## src/rtl/ac_zone_ctrl.sv

```systemverilog
// Multi-zone HVAC controller: one IDLE/HEAT/COOL/HOLD state machine per zone with dwell counters.
// Latency: temperature sampled at edge k is reflected on heating/cooling/active_cnt from edge k.
// Backpressure: none; pure sampled-input controller, every zone evaluated every cycle.
module ac_zone_ctrl #(
  parameter int NZONES  = 4,
  parameter int TW      = 5,
  parameter int MIN_ON  = 8,
  parameter int LOCKOUT = 4
) (
  input  logic                          clk,
  input  logic                          rst_n,
  input  logic                          enable,
  input  logic [1:0]                    mode,
  input  logic [TW-1:0]                 heat_th,
  input  logic [TW-1:0]                 target,
  input  logic [TW-1:0]                 cool_th,
  input  logic [NZONES*TW-1:0]          temperature,
  output logic [NZONES-1:0]             heating,
  output logic [NZONES-1:0]             cooling,
  output logic [$clog2(NZONES+1)-1:0]   active_cnt,
  output logic                          cfg_err
);

  localparam int AW   = $clog2(NZONES+1);
  localparam int DMAX = (MIN_ON > LOCKOUT) ? MIN_ON : LOCKOUT;
  localparam int CW   = $clog2(DMAX+1);

  localparam logic [CW-1:0] ON_LAST   = CW'(MIN_ON-1);
  localparam logic [CW-1:0] HOLD_LAST = CW'(LOCKOUT-1);
  localparam logic [CW-1:0] CNT_SAT   = {CW{1'b1}};

  typedef enum logic [1:0] {IDLE, HEAT, COOL, HOLD} zstate_t;

  zstate_t         st_q    [NZONES];
  zstate_t         st_d    [NZONES];
  logic [CW-1:0]   cnt_q   [NZONES];
  logic [CW-1:0]   cnt_d   [NZONES];
  logic [CW-1:0]   cnt_inc [NZONES];
  logic [TW-1:0]   temp_z  [NZONES];
  logic [AW-1:0]   act_d;

  logic cfg_ok;
  logic heat_ok;
  logic cool_ok;

  // Global permissions shared by every zone: a zone may only actuate while these hold.
  assign cfg_ok  = (heat_th < target) && (target < cool_th);
  assign heat_ok = enable && cfg_ok && mode[0];
  assign cool_ok = enable && cfg_ok && mode[1];

  for (genvar g = 0; g < NZONES; g++) begin : g_zone
    assign temp_z[g]  = temperature[g*TW +: TW];
    // Dwell counter saturates so a long HEAT/COOL stay cannot wrap and fake a short one.
    assign cnt_inc[g] = (cnt_q[g] == CNT_SAT) ? cnt_q[g] : cnt_q[g] + CW'(1);
  end

  // Next-state logic per zone; HEAT and COOL always pass through HOLD, never into each other.
  always_comb begin
    for (int i = 0; i < NZONES; i++) begin
      st_d[i]  = st_q[i];
      cnt_d[i] = cnt_q[i];
      case (st_q[i])
        IDLE: begin
          if (heat_ok && (temp_z[i] <= heat_th)) begin
            st_d[i]  = HEAT;
            cnt_d[i] = '0;
          end else if (cool_ok && (temp_z[i] >= cool_th)) begin
            st_d[i]  = COOL;
            cnt_d[i] = '0;
          end
        end
        HEAT: begin
          if (!heat_ok || ((temp_z[i] >= target) && (cnt_q[i] >= ON_LAST))) begin
            st_d[i]  = HOLD;
            cnt_d[i] = '0;
          end else begin
            cnt_d[i] = cnt_inc[i];
          end
        end
        COOL: begin
          if (!cool_ok || ((temp_z[i] <= target) && (cnt_q[i] >= ON_LAST))) begin
            st_d[i]  = HOLD;
            cnt_d[i] = '0;
          end else begin
            cnt_d[i] = cnt_inc[i];
          end
        end
        HOLD: begin
          // Lockout always runs to completion regardless of enable/mode.
          if (cnt_q[i] >= HOLD_LAST) begin
            st_d[i]  = IDLE;
            cnt_d[i] = '0;
          end else begin
            cnt_d[i] = cnt_inc[i];
          end
        end
        default: begin
          st_d[i]  = IDLE;
          cnt_d[i] = '0;
        end
      endcase
    end
  end

  // Count zones that will be actuating after this edge, so active_cnt can be registered alongside them.
  always_comb begin
    act_d = '0;
    for (int i = 0; i < NZONES; i++) begin
      if ((st_d[i] == HEAT) || (st_d[i] == COOL)) begin
        act_d = act_d + AW'(1);
      end
    end
  end

  // State, counters and all outputs registered together; reset abandons any state with no lockout.
  always_ff @(posedge clk or negedge rst_n) begin
    if (!rst_n) begin
      for (int i = 0; i < NZONES; i++) begin
        st_q[i]  <= IDLE;
        cnt_q[i] <= '0;
      end
      heating    <= '0;
      cooling    <= '0;
      active_cnt <= '0;
      cfg_err    <= 1'b0;
    end else begin
      for (int i = 0; i < NZONES; i++) begin
        st_q[i]    <= st_d[i];
        cnt_q[i]   <= cnt_d[i];
        heating[i] <= (st_d[i] == HEAT);
        cooling[i] <= (st_d[i] == COOL);
      end
      active_cnt <= act_d;
      cfg_err    <= !cfg_ok;
    end
  end

endmodule

```

## config.mk

```make
export PLATFORM = sky130hd
export DESIGN_NAME = ac_zone_ctrl
export DESIGN_NICKNAME = d
export VERILOG_FILES = /design/src/rtl/ac_zone_ctrl.sv
export SDC_FILE = /design/constraint.sdc
export NUM_CORES = 1
export LEC_CHECK = 0
export ABC_AREA = 1
export BUFFER_PORTS_ARGS = -buffer_cell sky130_fd_sc_hd__buf_4
export CORE_MARGIN = 2
export CORE_UTILIZATION = 54
export DETAILED_ROUTE_END_ITERATION = 6
export GPL_ROUTABILITY_DRIVEN = 1
export GPL_TIMING_DRIVEN = 1
export PLACE_DENSITY = 0.86
export SLEW_MARGIN = 10
export SYNTH_ARGS = -nofsm -noshare
export SYNTH_HDL_FRONTEND = slang
export SYNTH_SLANG_ARGS = --single-unit
```

## constraint.sdc

```tcl
create_clock -name clk -period 2.7 [get_ports clk]
set_input_delay 0.54 -clock clk [delete_from_list [all_inputs] [get_ports clk]]
set_output_delay 0.54 -clock clk [all_outputs]
set_load 0.02 [all_outputs]
```

==> summary.txt <==
Run status
  • Status: finished, violations left
  • Failing checks: design-rule violations, negative setup slack

Logic synthesis
  • Main area contributors after synthesis: ha_1, dfrtp_1, nand2_1
  • Syn Nets: 723
  • Cell variety after synth: 29
  • Post-synthesis simple-gate area fraction: 0.339
  • Synth Area in Compound Gates: 0.0675
  • Synth Warn #: 0
  • Syn avg cell area: 6.79 um2
  • Xor/xnor cell area share of the yosys netlist: 0.0107
  • Mapped Cells: 600
  • Synth Flop Type: dfrtp_1
  • Share of synthesized area spent on multiplexers: 0.00246
  • Syn Std Cell Area: 4080 um2
  • Synth Register Bits: 36
  • Post-synth EDFFs: 0
  • Main combinational cell family by area after synthesis: simple AND/OR/NAND/NOR gates
  • Yosys top cell area share: 0.255
  • FFs w/ async S/R, synth: 1.00
  • Post-synthesis adder-cell area fraction: 0.255
  • Dominant cell type by area after synthesis: ha_1
  • Seq/Total Area, Yosys: 0.221

Power and ir drop
  • Peak VDD IR: 0.564 mV
  • PwrDens: 698 nW/um2
  • Leakage: 3.27 nW

Route
  • WL final: 16,200 um
  • Iter 0 DRT Violations: 719
  • Total number of vias: 5,259
  • Via density: 6.29
  • Average wire per standard cell: 19.4 um
  • Total iterations of the first detailed-routing run: 7
  • Post-route DRC violation count: 1
  • ANT nets after route: 0

Floorplan
  • Die area: 8260 um2
  • Chip Width: 90.9 um
  • Core Box Area: 7290 um2
  • Die height: 90.9 um
  • I/O pin cnt: 52
  • Number of cell rows: 31
  • Effective utilization at floorplan: 0.559

Global routing
  • Initial antenna violation count: 0
  • Largest net degree at the start of global routing: 37
  • GRT overflow: 0
  • First-pass GRT wire length: 22,900 um
  • Number of global-route vias before repair: 4,883
  • Total track usage: 0.344

Cells and area
  • Finished Cell Area: 5870 um2
  • Syn-to-layout area delta: 43.9%
  • Most frequent cells in the layout: nand2_1, buf_4, inv_1
  • Share of layout cells above drive strength 1: 0.328
  • Post-layout util: 0.805
  • Fill cell count: 424
  • Final #Nets: 859
  • # diodes: 0
  • Commonest non-fill, non-tap cell in the layout: nand2_1

Timing
  • Final worst slack: -0.309 ns
  • Worst-margin pin slew: 0.468 ns
  • Tmin final: 3.01 ns
  • Fin. Hold Viols: 0
  • Relative slew slack: 0.688
  • F_max: 332 MHz
  • Final Skew: 0.0235 ns
  • Period utilization: 1.11
  • Finish-stage setup viols: 5
  • RSZ-0062 raised after global routing: yes
  • Hold_ws: 0.160 ns
  • Max-slew violations: 0

Worst setup path
  • Worst Path Buf+Inv: 5
  • CP peak stage delay: 0.31 ns
  • CP top delay family: simple AND/OR/NAND/NOR gates
  • CP Class: in2reg
  • CP most frequent cell: nand2_2
  • Startpoint types: primary input
  • Critical-path cell list: buf_4 > inv_6 > buf_4 > ha_1 > nand2_2 > inv_1 > nand2_2 > nand4_1 > nand2_2 > nand2_2 > nor2_4 > nor2_1 > nor2_2 > ha_4 > inv_2 > ha_4 > nand2_2 > o21ai_4 > ha_4 > nand2_4 > xnor2_2
  • WP data required: 2.88 ns
  • CP Data Arrival Time: 3.19 ns
  • Crit path capture type: flip-flop
  • Slowest library cell on the worst path: ha_1
  • Crit path max fanout: 3

Clocking
  • CTS Sinks: 36
  • CTS root buf: clkbuf_8
  • Reg clk slew, reported paths: 0.10 ns
  • Clk_lat worst skew: 0.31 ns
  • Maximum clock insertion buffer count: 2
  • CTS tree: built
  • CTS Buf Count: 5
  • Htree depth: 2
  • Post-CTS Hold Fix Bufs: 0

Flow run
  • Max-Cap Viols: 0

Place
  • Final GP Congestion: 0.919
  • Port Buffers: 51
  • Placed Area: 5180 um2
  • Post-DP HPWL: 9700 um

Hold path
  • Worst Hold Class: in2async
-- Yosys cell counts, types with 3 or more instances --
cell and count:
o22ai_1 4, nor3_1 9, nor2_1 61, nand2_2 6, inv_1 109, nor2_2 3, ha_1 83, nand2_1 156
nand3_1 42, o21ai_0 10, a21oi_1 25, dfrtp_1 36, xor2_1 3, nand4_1 30, inv_2 3
-- flip-flops by register name, summed over array words and instances (netlist names) --
| name | flops |
|---|---|
| cnt_q | 16 |
| active_cnt | 3 |
| cfg_err | 1 |
| st_q | 8 |
| heating | 4 |
| cooling | 4 |
-- power by group --
part | total [mW] | internal, mW | leakage, nW | switching [mW]
sequential | 0.887 | 0.716 | 0.446 | 0.171
combinational | 2.79 | 1.27 | 2.77 | 1.52
clock | 0.420 | 0.204 | 0.0510 | 0.216
-- kinds of logic after synthesis --
group	count (synthesis)
DFF	36
adders and majority gates	83
AOI/OAI and AO/OA	49
muxes	1
buffers and inverters	113
xor gates and xnor gates	5
and+or+nand+nor	313
-- stage by stage --
step / TNS [ns] / power, mW / setup WS, ns / std cells
finish: -0.858 / 4.09 / -0.309 / 836
global route: -0.960 / 4.33 / -0.324 / 836
CTS: -0.307 / 3.48 / -0.150 / 828
detailed placement: -1.63 / 2.90 / -0.598 / 803
global placement: -1.33 / 2.75 / -0.502 / 803
floorplan: -0.416 / 2.14 / -0.226 / 600
-- worst reg2reg max path: stages (launching register included) --
cell and delay, ns:
dfrtp_1 0.44, ha_1 0.25, nand2_1 0.09, inv_1 0.05, nor2_1 0.19, inv_1 0.08
nand2_2 0.09, nand2_2 0.09, nor2_4 0.13, nor2_1 0.07, nor2_2 0.17, ha_4 0.25
inv_2 0.11, ha_4 0.16, nand2_2 0.08, o21ai_4 0.09, ha_4 0.17, nand2_4 0.05
xnor2_2 0.12
-- layout make-up --
class,instances,area [um2],share of cell area
clock buffer,6,82.6,0.0141
timing repair buffer,130,998,0.170
sequential,36,901,0.154
tap,99,124,0.0211
inverter,112,470,0.0802
clock inverter,2,10.0,0.00171
multi-input combinational,451,3280,0.559
-- path summary, 6_finish.rpt --
path                       depth (start not counted)  slack [ns]                  from                      end
max in group asynchronous                          1        2.17                 rst_n    cnt_q[14]$_DFFE_PN0P_
setup reg to reg                                  18       -0.10  cnt_q[8]$_DFFE_PN0P_  active_cnt[2]$_DFF_PN0_
hold reg to reg                                    2        0.54  cnt_q[6]$_DFFE_PN0P_     cnt_q[6]$_DFFE_PN0P_
min in group clk                                   2        0.54  cnt_q[6]$_DFFE_PN0P_     cnt_q[6]$_DFFE_PN0P_
hold / removal                                     1        0.16                 rst_n        cfg_err$_DFF_PN0_
setup / recovery                                  21       -0.31             target[3]  active_cnt[2]$_DFF_PN0_
-- per-layer routing --
layer / GRT usage / up-vias / part of all wire
met5: 0 / - / 0
met4: 0.187 / 0 / 0.090
met3: 0.0735 / 195 / 0.12
met2: 0.595 / 484 / 0.45
met1: 0.395 / 2356 / 0.34
li1: - / 2224 / -
-- what timing repair did --
| action | in CTS | in global routing |
|---|---|---|
| endpoints found under the setup margin | 3 | 4 |
| pin swaps | 29 | 23 |
| buffers inserted | 18 | 8 |
| resized for setup | 44 | 48 |
No activity file was read; power rests on OpenSTA's default activity.
